===== src/rtl/bit_serializer_piso_if.sv =====
// Word-in / bit-out bundle between a word producer and bit_serializer_piso.
// The master side supplies words and the per-bit enable. The slave side is the
// serializer, which returns the serial stream and its status flags.
interface bit_serializer_piso_if #(
  parameter int WIDTH = 8
);
  logic [WIDTH-1:0] din;
  logic             din_valid;
  logic             din_ready;
  logic             en;
  logic             a;
  logic             a_valid;
  logic             word_done;
  logic             busy;

  modport master (
    output din, din_valid, en,
    input  din_ready, a, a_valid, word_done, busy
  );

  modport slave (
    input  din, din_valid, en,
    output din_ready, a, a_valid, word_done, busy
  );
endinterface


===== src/rtl/bit_serializer_piso.sv =====
// Parallel-in/serial-out stage feeding the serial sequence detectors.
// WIDTH-bit words arrive on a valid/ready handshake and leave one bit per
// enabled clock on `a`, which is qualified by `a_valid`. A one-entry hold slot
// lets the next word start on the clock after the previous word's last bit.
// Outside a word, `a` is driven low so that a detector sampling every clock
// sees no spurious 1s.
module bit_serializer_piso #(
  parameter int WIDTH     = 8,
  parameter bit LSB_FIRST = 1'b0
) (
  input  logic                 clk,
  input  logic                 res,
  bit_serializer_piso_if.slave bus
);

  localparam int            CW   = (WIDTH > 1) ? $clog2(WIDTH) : 1;
  localparam logic [CW-1:0] LAST = CW'(WIDTH - 1);

  typedef enum logic {IDLE, SHIFT} state_t;

  state_t           state;
  logic [WIDTH-1:0] shreg;
  logic [WIDTH-1:0] hold;
  logic [CW-1:0]    cnt;
  logic             hold_full;

  logic             take;
  logic             last_bit;
  logic             cur_bit;
  logic [WIDTH-1:0] shifted;

  // Ready is held low while reset is asserted, so no word is accepted during
  // reset. Otherwise ready is high whenever the hold slot can take a word.
  assign bus.din_ready = !hold_full && !res;
  assign take          = bus.din_valid && bus.din_ready;

  // The bit on the line is the outgoing end of the shift register. It is
  // masked to 0 when no word is active, so an idle line reads as zeros.
  assign cur_bit     = LSB_FIRST ? shreg[0] : shreg[WIDTH-1];
  assign shifted     = LSB_FIRST ? {1'b0, shreg[WIDTH-1:1]}
                                 : {shreg[WIDTH-2:0], 1'b0};
  assign bus.a_valid = (state == SHIFT);
  assign bus.a       = cur_bit && bus.a_valid;

  // The final bit of a word is consumed this cycle.
  assign last_bit      = bus.a_valid && bus.en && (cnt == LAST);
  assign bus.word_done = last_bit;
  assign bus.busy      = (state == SHIFT) || hold_full;

  // Single FSM that handles word loading, bit shifting, the hold slot, and the
  // zero-gap reload at each word boundary.
  always_ff @(posedge clk or posedge res) begin
    if (res) begin
      state     <= IDLE;
      shreg     <= '0;
      hold      <= '0;
      cnt       <= '0;
      hold_full <= 1'b0;
    end else begin
      case (state)
        IDLE: begin
          if (take) begin
            shreg <= bus.din;
            cnt   <= '0;
            state <= SHIFT;
          end
        end
        SHIFT: begin
          if (last_bit) begin
            cnt <= '0;
            if (hold_full) begin
              shreg     <= hold;
              hold_full <= 1'b0;
            end else if (take) begin
              shreg <= bus.din;
            end else begin
              shreg <= '0;
              state <= IDLE;
            end
          end else begin
            if (bus.en) begin
              shreg <= shifted;
              cnt   <= cnt + 1'b1;
            end
            if (take) begin
              hold      <= bus.din;
              hold_full <= 1'b1;
            end
          end
        end
        default: state <= IDLE;
      endcase
    end
  end

endmodule


===== src/flat_wrapper.sv =====
// flat-port wrapper written by rule: the top's interface ports become plain ports
module bit_serializer_piso_flat 
#(
  parameter int WIDTH     = 8,
  parameter bit LSB_FIRST = 1'b0
)
  (clk, res, bus_din, bus_din_valid, bus_en, bus_din_ready, bus_a, bus_a_valid, bus_word_done, bus_busy);
  bit_serializer_piso_if #(.WIDTH(WIDTH)) bus_i ();
  input  logic clk;
  input  logic res;
  input wire logic [$bits(bus_i.din)-1:0] bus_din;
  input wire logic [$bits(bus_i.din_valid)-1:0] bus_din_valid;
  input wire logic [$bits(bus_i.en)-1:0] bus_en;
  output wire logic [$bits(bus_i.din_ready)-1:0] bus_din_ready;
  output wire logic [$bits(bus_i.a)-1:0] bus_a;
  output wire logic [$bits(bus_i.a_valid)-1:0] bus_a_valid;
  output wire logic [$bits(bus_i.word_done)-1:0] bus_word_done;
  output wire logic [$bits(bus_i.busy)-1:0] bus_busy;
  assign bus_i.din = bus_din;
  assign bus_i.din_valid = bus_din_valid;
  assign bus_i.en = bus_en;
  assign bus_din_ready = bus_i.din_ready;
  assign bus_a = bus_i.a;
  assign bus_a_valid = bus_i.a_valid;
  assign bus_word_done = bus_i.word_done;
  assign bus_busy = bus_i.busy;
  bit_serializer_piso #(.WIDTH(WIDTH), .LSB_FIRST(LSB_FIRST)) u_core (.clk(clk), .res(res), .bus(bus_i));
endmodule

===== config.mk =====
export PLATFORM = sky130hd
export DESIGN_NAME = bit_serializer_piso_flat
export DESIGN_NICKNAME = d
export VERILOG_FILES = /design/src/rtl/bit_serializer_piso_if.sv /design/src/rtl/bit_serializer_piso.sv /design/src/flat_wrapper.sv
export SDC_FILE = /design/constraint.sdc
export NUM_CORES = 1
export LEC_CHECK = 0
export ABC_AREA = 1
export CAP_MARGIN = 20
export CORE_ASPECT_RATIO = 0.6
export CORE_MARGIN = 8
export CORE_UTILIZATION = 58
export DETAILED_ROUTE_END_ITERATION = 8
export PLACE_DENSITY = 0.93
export SYNTH_ARGS = -nofsm -noshare
export SYNTH_HDL_FRONTEND = slang
export SYNTH_SLANG_ARGS = --single-unit

===== constraint.sdc =====
create_clock -name clk -period 4.2 [get_ports clk]
set_clock_uncertainty 0.1 [all_clocks]
set_input_delay 0.42 -clock clk [delete_from_list [all_inputs] [get_ports clk]]
set_output_delay 0.42 -clock clk [all_outputs]
set_load 0.01 [all_outputs]

==> results of run 1 <==
-- metrics by stage --
step / total power, uW / cell area (um2) / worst slack, ns / util / hold slack, ns
2_1_floorplan: 595.6 / 1335 / 2.642 / - / 0.2965
3_3_place_gp: 636.5 / 1450 / 1.839 / 0.6653 / 0.3665
3_5_place_dp: 658.5 / 1450 / 1.820 / 0.6653 / 0.3744
4_1_cts: 793.0 / 1495 / 1.691 / 0.6860 / 0.3950
5_1_grt: 855.6 / 1495 / 1.547 / 0.6860 / 0.4248
6_report: 788.0 / 1495 / 1.694 / 0.6860 / 0.3960
-- area by class of cell --
class	instances	area, um2	share of cell area
inverters	26	97.59	0.06527
clock buffers	4	45.04	0.03013
well taps	30	37.54	0.02510
multi-input cells	114	621.8	0.4159
repair buffers	17	167.7	0.1121
flip-flops and latches	21	525.5	0.3515
-- how the worst max path moves through the flow --
stage / to / slack, ns
floorplan: bus_word_done / 2.64
global placement: bus_word_done / 1.84
detailed placement: bus_word_done / 1.82
CTS: bus_word_done / 1.69
global route: bus_word_done / 1.55
finish: bus_word_done / 1.69
-- power by group through the flow --
| stage | Combinational, uW | Sequential, uW | Clock, uW |
|---|---|---|---|
| finish | 301 | 352 | 135 |
| global route | 346 | 363 | 146 |
| CTS | 304 | 351 | 138 |
| detailed placement | 303 | 355 | 0 |
| global placement | 288 | 348 | 0 |
| floorplan | 272 | 324 | 0 |
-- cell usage in the layout (no fill, tap or decap), types with 2 or more instances in the layout --
master	n
clkdlybuf4s50_1	16
nor2_1	22
dfrtp_1	21
nand2_1	39
o21ai_2	7
nand3_1	15
clkbuf_8	3
nand3_2	3
o21ai_0	5
inv_1	26
ha_1	2
nand3_4	2
a21oi_1	13
-- sequential cells by signal, indices dropped and copies added, names as in the netlist --
signal              cells
u_core.shreg            8
u_core.bus.a_valid      1
u_core.hold             8
u_core.cnt              3
u_core.hold_full        1
-- logic make-up (layout without fill, tap and decap cells) --
| kind of cell | count (synthesis) | count (layout) | synth area share |
|---|---|---|---|
| simple gates | 84 | 84 | 0.3158 |
| buf+inv | 34 | 47 | 0.1406 |
| fa+ha+maj | 2 | 2 | 0.01874 |
| compound gates | 28 | 28 | 0.1312 |
| flops | 21 | 21 | 0.3936 |
-- per-layer routing --
layer | part of all wire | GRT usage | vias to the layer above
li1 | - | - | 559
met5 | 0 | 0 | -
met2 | 0.49 | 0.2538 | 27
met1 | 0.44 | 0.1637 | 529
met3 | 0.060 | 0.05068 | 2
met4 | 0.0069 | 0.04268 | 0
-- worst max-delay path, stage by stage (launching register included) --
cell             delay, ns
dfrtp_1               0.37
ha_1                  0.15
ha_1                  0.27
nand3_4               0.21
inv_1                 0.17
clkdlybuf4s50_1       0.55
==> impl_results.md, run 1 <==
- R2R Path Start: u_core.cnt[0]
- Max Fclk: 399.0 MHz
- Combinational Power Share: 0.382
- Die Wd: 77.94 um
- Drt pass-1 iters: 4
- Clock transition at path regs: 0.08 ns
- Final setup TNS: 0 ns
- Largest area contributor in the netlist: dfrtp_1
- Final nets: 197
- CTS Hold Bufs: 0
- Post CTS Setup Buffer Count: 0
- Slew @ Worst Pin: 0.7833 ns
- Pleak: 0.0007751 uW
- Gate Count Post-Synth: 169
- Endpoints failing setup: 0
- Non-filler instance count after layout: 212
- Largest cells by area after synthesis: dfrtp_1, nand2_1, inv_1
- Critical Path End Type: output port
- CTS tree: yes
- Worst Hold Depth: 2
- Syn nets: 183
- WHS Endpoint: u_core.hold[6]
- Clk buf depth: 2
- Crit path max fanout: 16
- GR Overflow Total: 0
- Sink Count: 21
- CTS root buffer: clkbuf_8
- Post-CTS sizing: 0
- Post-synth top cells: nand2_1, inv_1, nor2_1, dfrtp_1, nand3_1
- First-pass GRT wire length: 4.795 mm
- Share of the synthesized area in the top cell type: 0.3936
- Slew margin rel.: 0.4772
- DR vias: 1117
- DRC errors left: 0
- Initial antenna violation count: 0
- Internal: 484.8 uW
- IO Port Bufs: 16
- Yosys warnings: 0
- Total Wirelength: 2.736 mm
- R2R setup slack: 2.36 ns
- Fillcell total: 172
- Via/cell ratio: 5.269
- N_diodes: 0
- Synth Register Bits: 21
- Hold violation total from the final report: 0
- Ratio of cells with drive above 1 in the final layout: 0.1099
- Number of max-cap violations: 0
- Largest net degree at the start of global routing: 22
- Post-synth ARST share: 1.000
- Fin. max-slew vios: 0
- Number of synthesized flops with an enable pin: 0
- Avg WL per Cell: 12.91 um
- Worst setup path class: reg2out
- Number of global-route vias before repair: 1073
- Critical Path Start: u_core.cnt[0]
- CTS buffer count: 3
- Hold_sp: u_core.hold[6]
- DP HPWL: 2.089 mm
- Final GP Congestion: 0.8412
- Switching Fraction: 0.3848
- Rows: 13
- Die ar.: 4143 um2
- CP arrival: 1.99 ns
- Total track usage: 0.1438
- Worst Setup Start Kind: flip-flop
- Sequential area share after synthesis: 0.3936
- Starting DRT DRC Count: 96
- Max IR drop VDD: 0.3364 mV
- Final Critical Period: 2.506 ns
- Main synth FF type: dfrtp_1
- Distinct cell type count after synthesis: 20
- Placed cell count: 208
- Layout area overhead: 12.00%
- Syn_area_per_cell: 7.900 um2
- Die Y: 53.16 um
- Clk pwr share: 0.171
- Sequential share of power: 0.447
- Mapped Area: 1335 um2
- RSZ-0062 raised after global routing: false
- Hold Path Class: reg2reg
- Required @ worst endpoint: 3.68 ns
- RR Endpoint: u_core.hold[0]
- Power per cell area: 527.0 nW/um2
- Clock Latency Late Sink: 0.26 ns
- Status: finished clean
- Starting density of the core: 0.6125
- Fin crit share: 0.5968
- H-tree lvl count: 1
- Core area: 2180 um2
- Final ANT Viol Nets: 0
- NetSw: 303.2 uW
- R2R cell count: 6
- Most common cell in the synthesized netlist: nand2_1
- Ports: 17
No activity file was read; power rests on OpenSTA's default activity.
==> run 2: changes to the inputs <==
Settings changed: CORE_UTILIZATION 58 to 49, PLACE_DENSITY 0.93 to 0.85.
Clock period 4.2 ns to 2.04 ns, I/O delays scaled along.
==> run 2 against run 1 <==
Cell area increased by 2.8%. Clock power rose by 110%. Cell count rose by 3.3%. Clock-buffer cell count stayed put. Sequential power grew 110%. Largest cell class unchanged.
==> impl_results.md, run 2 (synthesis results as in run 1) <==
- Status: finished clean (unchanged)
- Max Fclk: 528.1 MHz
- Rows: 14 (was 13)
- Worst Setup Start Kind: flip-flop (unchanged)
- Internal: 1015 uW (was 484.8 uW)
- CTS buffer count: 3 (unchanged)
- Fillcell total: 218 (was 172)
- Worst setup path class: reg2reg (was reg2out)
- Final setup TNS: 0 ns (unchanged)
- Die Wd: 83.39 um (was 77.94 um)
- WHS: 0.1489 ns (was 0.3960 ns)
- Largest regs: u_core.hold: 8 flops, u_core.shreg: 8 flops, u_core.cnt: 3 flops (unchanged)
- Combinational Power Share: 0.392 (was 0.382)
- IO Port Bufs: 16 (unchanged)
- Total Wirelength: 3.076 mm (was 2.736 mm)
- Final GP Congestion: 0.8607 (was 0.8412)
- Final Critical Period: 1.894 ns
- CTS Hold Bufs: 0 (unchanged)
- Fin. max-slew vios: 0 (unchanged)
- Worst path depth: 7 (was 5)
- Crit path max fanout: 16 (unchanged)
- Via/cell ratio: 5.356 (was 5.269)
- Starting DRT DRC Count: 120 (was 96)
- Endpoints failing setup: 0 (unchanged)
- Design area: 1538 um2 (was 1495 um2)
- Hold violation total from the final report: 0 (unchanged)
- R2R cell count: 7 (was 6)
- Slew @ Worst Pin: 0.4781 ns (was 0.7833 ns)
- Ports: 17 (unchanged)
- First-pass GRT wire length: 5.506 mm (was 4.795 mm)
- Power per cell area: 1075 nW/um2 (was 527.0 nW/um2)
- N_diodes: 0 (unchanged)
- Hold Path Class: in2async (was reg2reg)
- Clock transition at path regs: 0.08 ns (about the same)
- Critical Path End Type: flip-flop (was output port)
- Met3 usage: 0.04892 (was 0.05068)
- RSZ-0062 raised after global routing: false (unchanged)
- Clock Latency Late Sink: 0.26 ns (about the same)
- GR Overflow Total: 0 (unchanged)
- Busiest grt layer: met2 (unchanged)
- Final nets: 202 (was 197)
- Starting density of the core: 0.5256 (was 0.6125)
- Avg WL per Cell: 14.05 um (was 12.91 um)
- Crit-path leading delay family: simple AND/OR/NAND/NOR gates (was buffers and inverters)
- CTS tree: yes (unchanged)
- CTS root buffer: clkbuf_8 (unchanged)
- Most common cell after layout, fill and taps aside: nand2_1 (unchanged)
- Post CTS Setup Buffer Count: 0 (unchanged)
- Drt pass-1 iters: 4 (unchanged)
- Crit path largest cell delay: 0.39 ns (was 0.55 ns)
- Fin crit share: 0.9283
- Sink Count: 21 (unchanged)
- Met2 Track Usage GR: 0.2274 (was 0.2538)
- H-tree lvl count: 1 (unchanged)
- Commonest non-fill, non-tap cells in the layout: nand2_1, inv_1, nor2_1 (unchanged)
- Initial antenna violation count: 0 (unchanged)
- DP HPWL: 2.353 mm (was 2.089 mm)
- Pleak: 0.0008006 uW (was 0.0007751 uW)
- Die Y: 56.43 um (was 53.16 um)
- M1 GR Usage: 0.1661 (was 0.1637)
- Core area: 2540 um2 (was 2180 um2)
- CP arrival: 1.94 ns (was 1.99 ns)
- Final Power: 1653 uW (was 788.0 uW)
- Number of global-route vias before repair: 1223 (was 1073)
- Largest net degree at the start of global routing: 20 (was 22)
- DR vias: 1173 (was 1117)
- DRC errors left: 0 (unchanged)
- Final ANT Viol Nets: 0 (unchanged)
- Placed cell area: 1490 um2 (was 1450 um2)
- NetSw: 638.1 uW (was 303.2 uW)
- WP buf/inv: 1 (was 2)
- Slew margin rel.: 0.6805 (was 0.4772)
- Layout area overhead: 15.18% (was 12.00%)
- Required @ worst endpoint: 2.09 ns (was 3.68 ns)
- Die ar.: 4705 um2 (was 4143 um2)
- Clk buf depth: 2 (unchanged)
- Number of max-cap violations: 0 (unchanged)
- Crit-path slowest cell: dfrtp_1 (was clkdlybuf4s50_1)
- Clk pwr share: 0.169 (was 0.171)
- CP Cell Sequence: ha_1 -> ha_2 -> nand3_4 -> buf_4 -> nand4_4 -> nand2_1 -> o21ai_2 (was ha_1 -> ha_1 -> nand3_4 -> inv_1 -> clkdlybuf4s50_1)
- Ratio of cells with drive above 1 in the final layout: 0.1444 (was 0.1099)
- Switching Fraction: 0.3860 (was 0.3848)
- Max IR drop VDD: 0.6001 mV (was 0.3364 mV)
- Total track usage: 0.1378 (was 0.1438)
- Sequential share of power: 0.439 (was 0.447)
run 2: changes by cell type in the layout (fill, tap and decap cells not counted), sizes merged:
cell / delta
clkdlybuf4s50: -1
buf: +5
dlygate4sd2: +1
run 2: cell type report:
type                            instances  area [um2]  share of cell area
Multi-Input combinational cell        114       624.3              0.4060
Sequential cell                        21       526.8              0.3426
Inverter                               26       97.59             0.06347
Tap cell                               32       40.04             0.02604
Clock buffer                            4       45.04             0.02929
Timing Repair Buffer                   22       203.9              0.1326
run 2: final timing paths:
kind	from	to	slack (ns)
hold / removal	res	u_core.hold[0]	0.15
setup / recovery	u_core.cnt[0]	u_core.hold[6]	0.15
max in group asynchronous	res	u_core.hold_full	1.22
min in group clk	u_core.hold[7]	u_core.hold[7]	0.39
hold reg to reg	u_core.hold[7]	u_core.hold[7]	0.39
setup reg to reg	u_core.cnt[0]	u_core.hold[6]	0.15
run 2: power groups by stage:
stage / combinational (uW) / sequential [uW] / clock (uW)
5_1_grt: 738 / 758 / 305
3_3_place_gp: 604 / 722 / 0
6_report: 648 / 726 / 279
3_5_place_dp: 651 / 728 / 0
2_1_floorplan: 560 / 667 / 0
4_1_cts: 653 / 721 / 287
run 2: layer usage:
metal | wire [um] | vias up
li1 | - | 568
met1 | 1429 | 561
met2 | 1388 | 40
met3 | 220 | 4
met4 | 38 | 0
met5 | 0 | -
run 2: stage by stage:
step	setup WS (ns)	util	instances
6_report	0.1463	0.6054	219
5_1_grt	0.05187	0.6054	219
4_1_cts	0.07728	0.6049	219
3_5_place_dp	0.1013	0.5867	215
3_3_place_gp	0.2300	0.5867	215
2_1_floorplan	0.4870	-	169
run 2: repair_timing:
action                                  4_1_cts  5_1_grt
endpoints found under the hold margin         0        0
gates cloned                                  0        0
endpoints found under the setup margin        1        1
gates resized for setup                       2        1
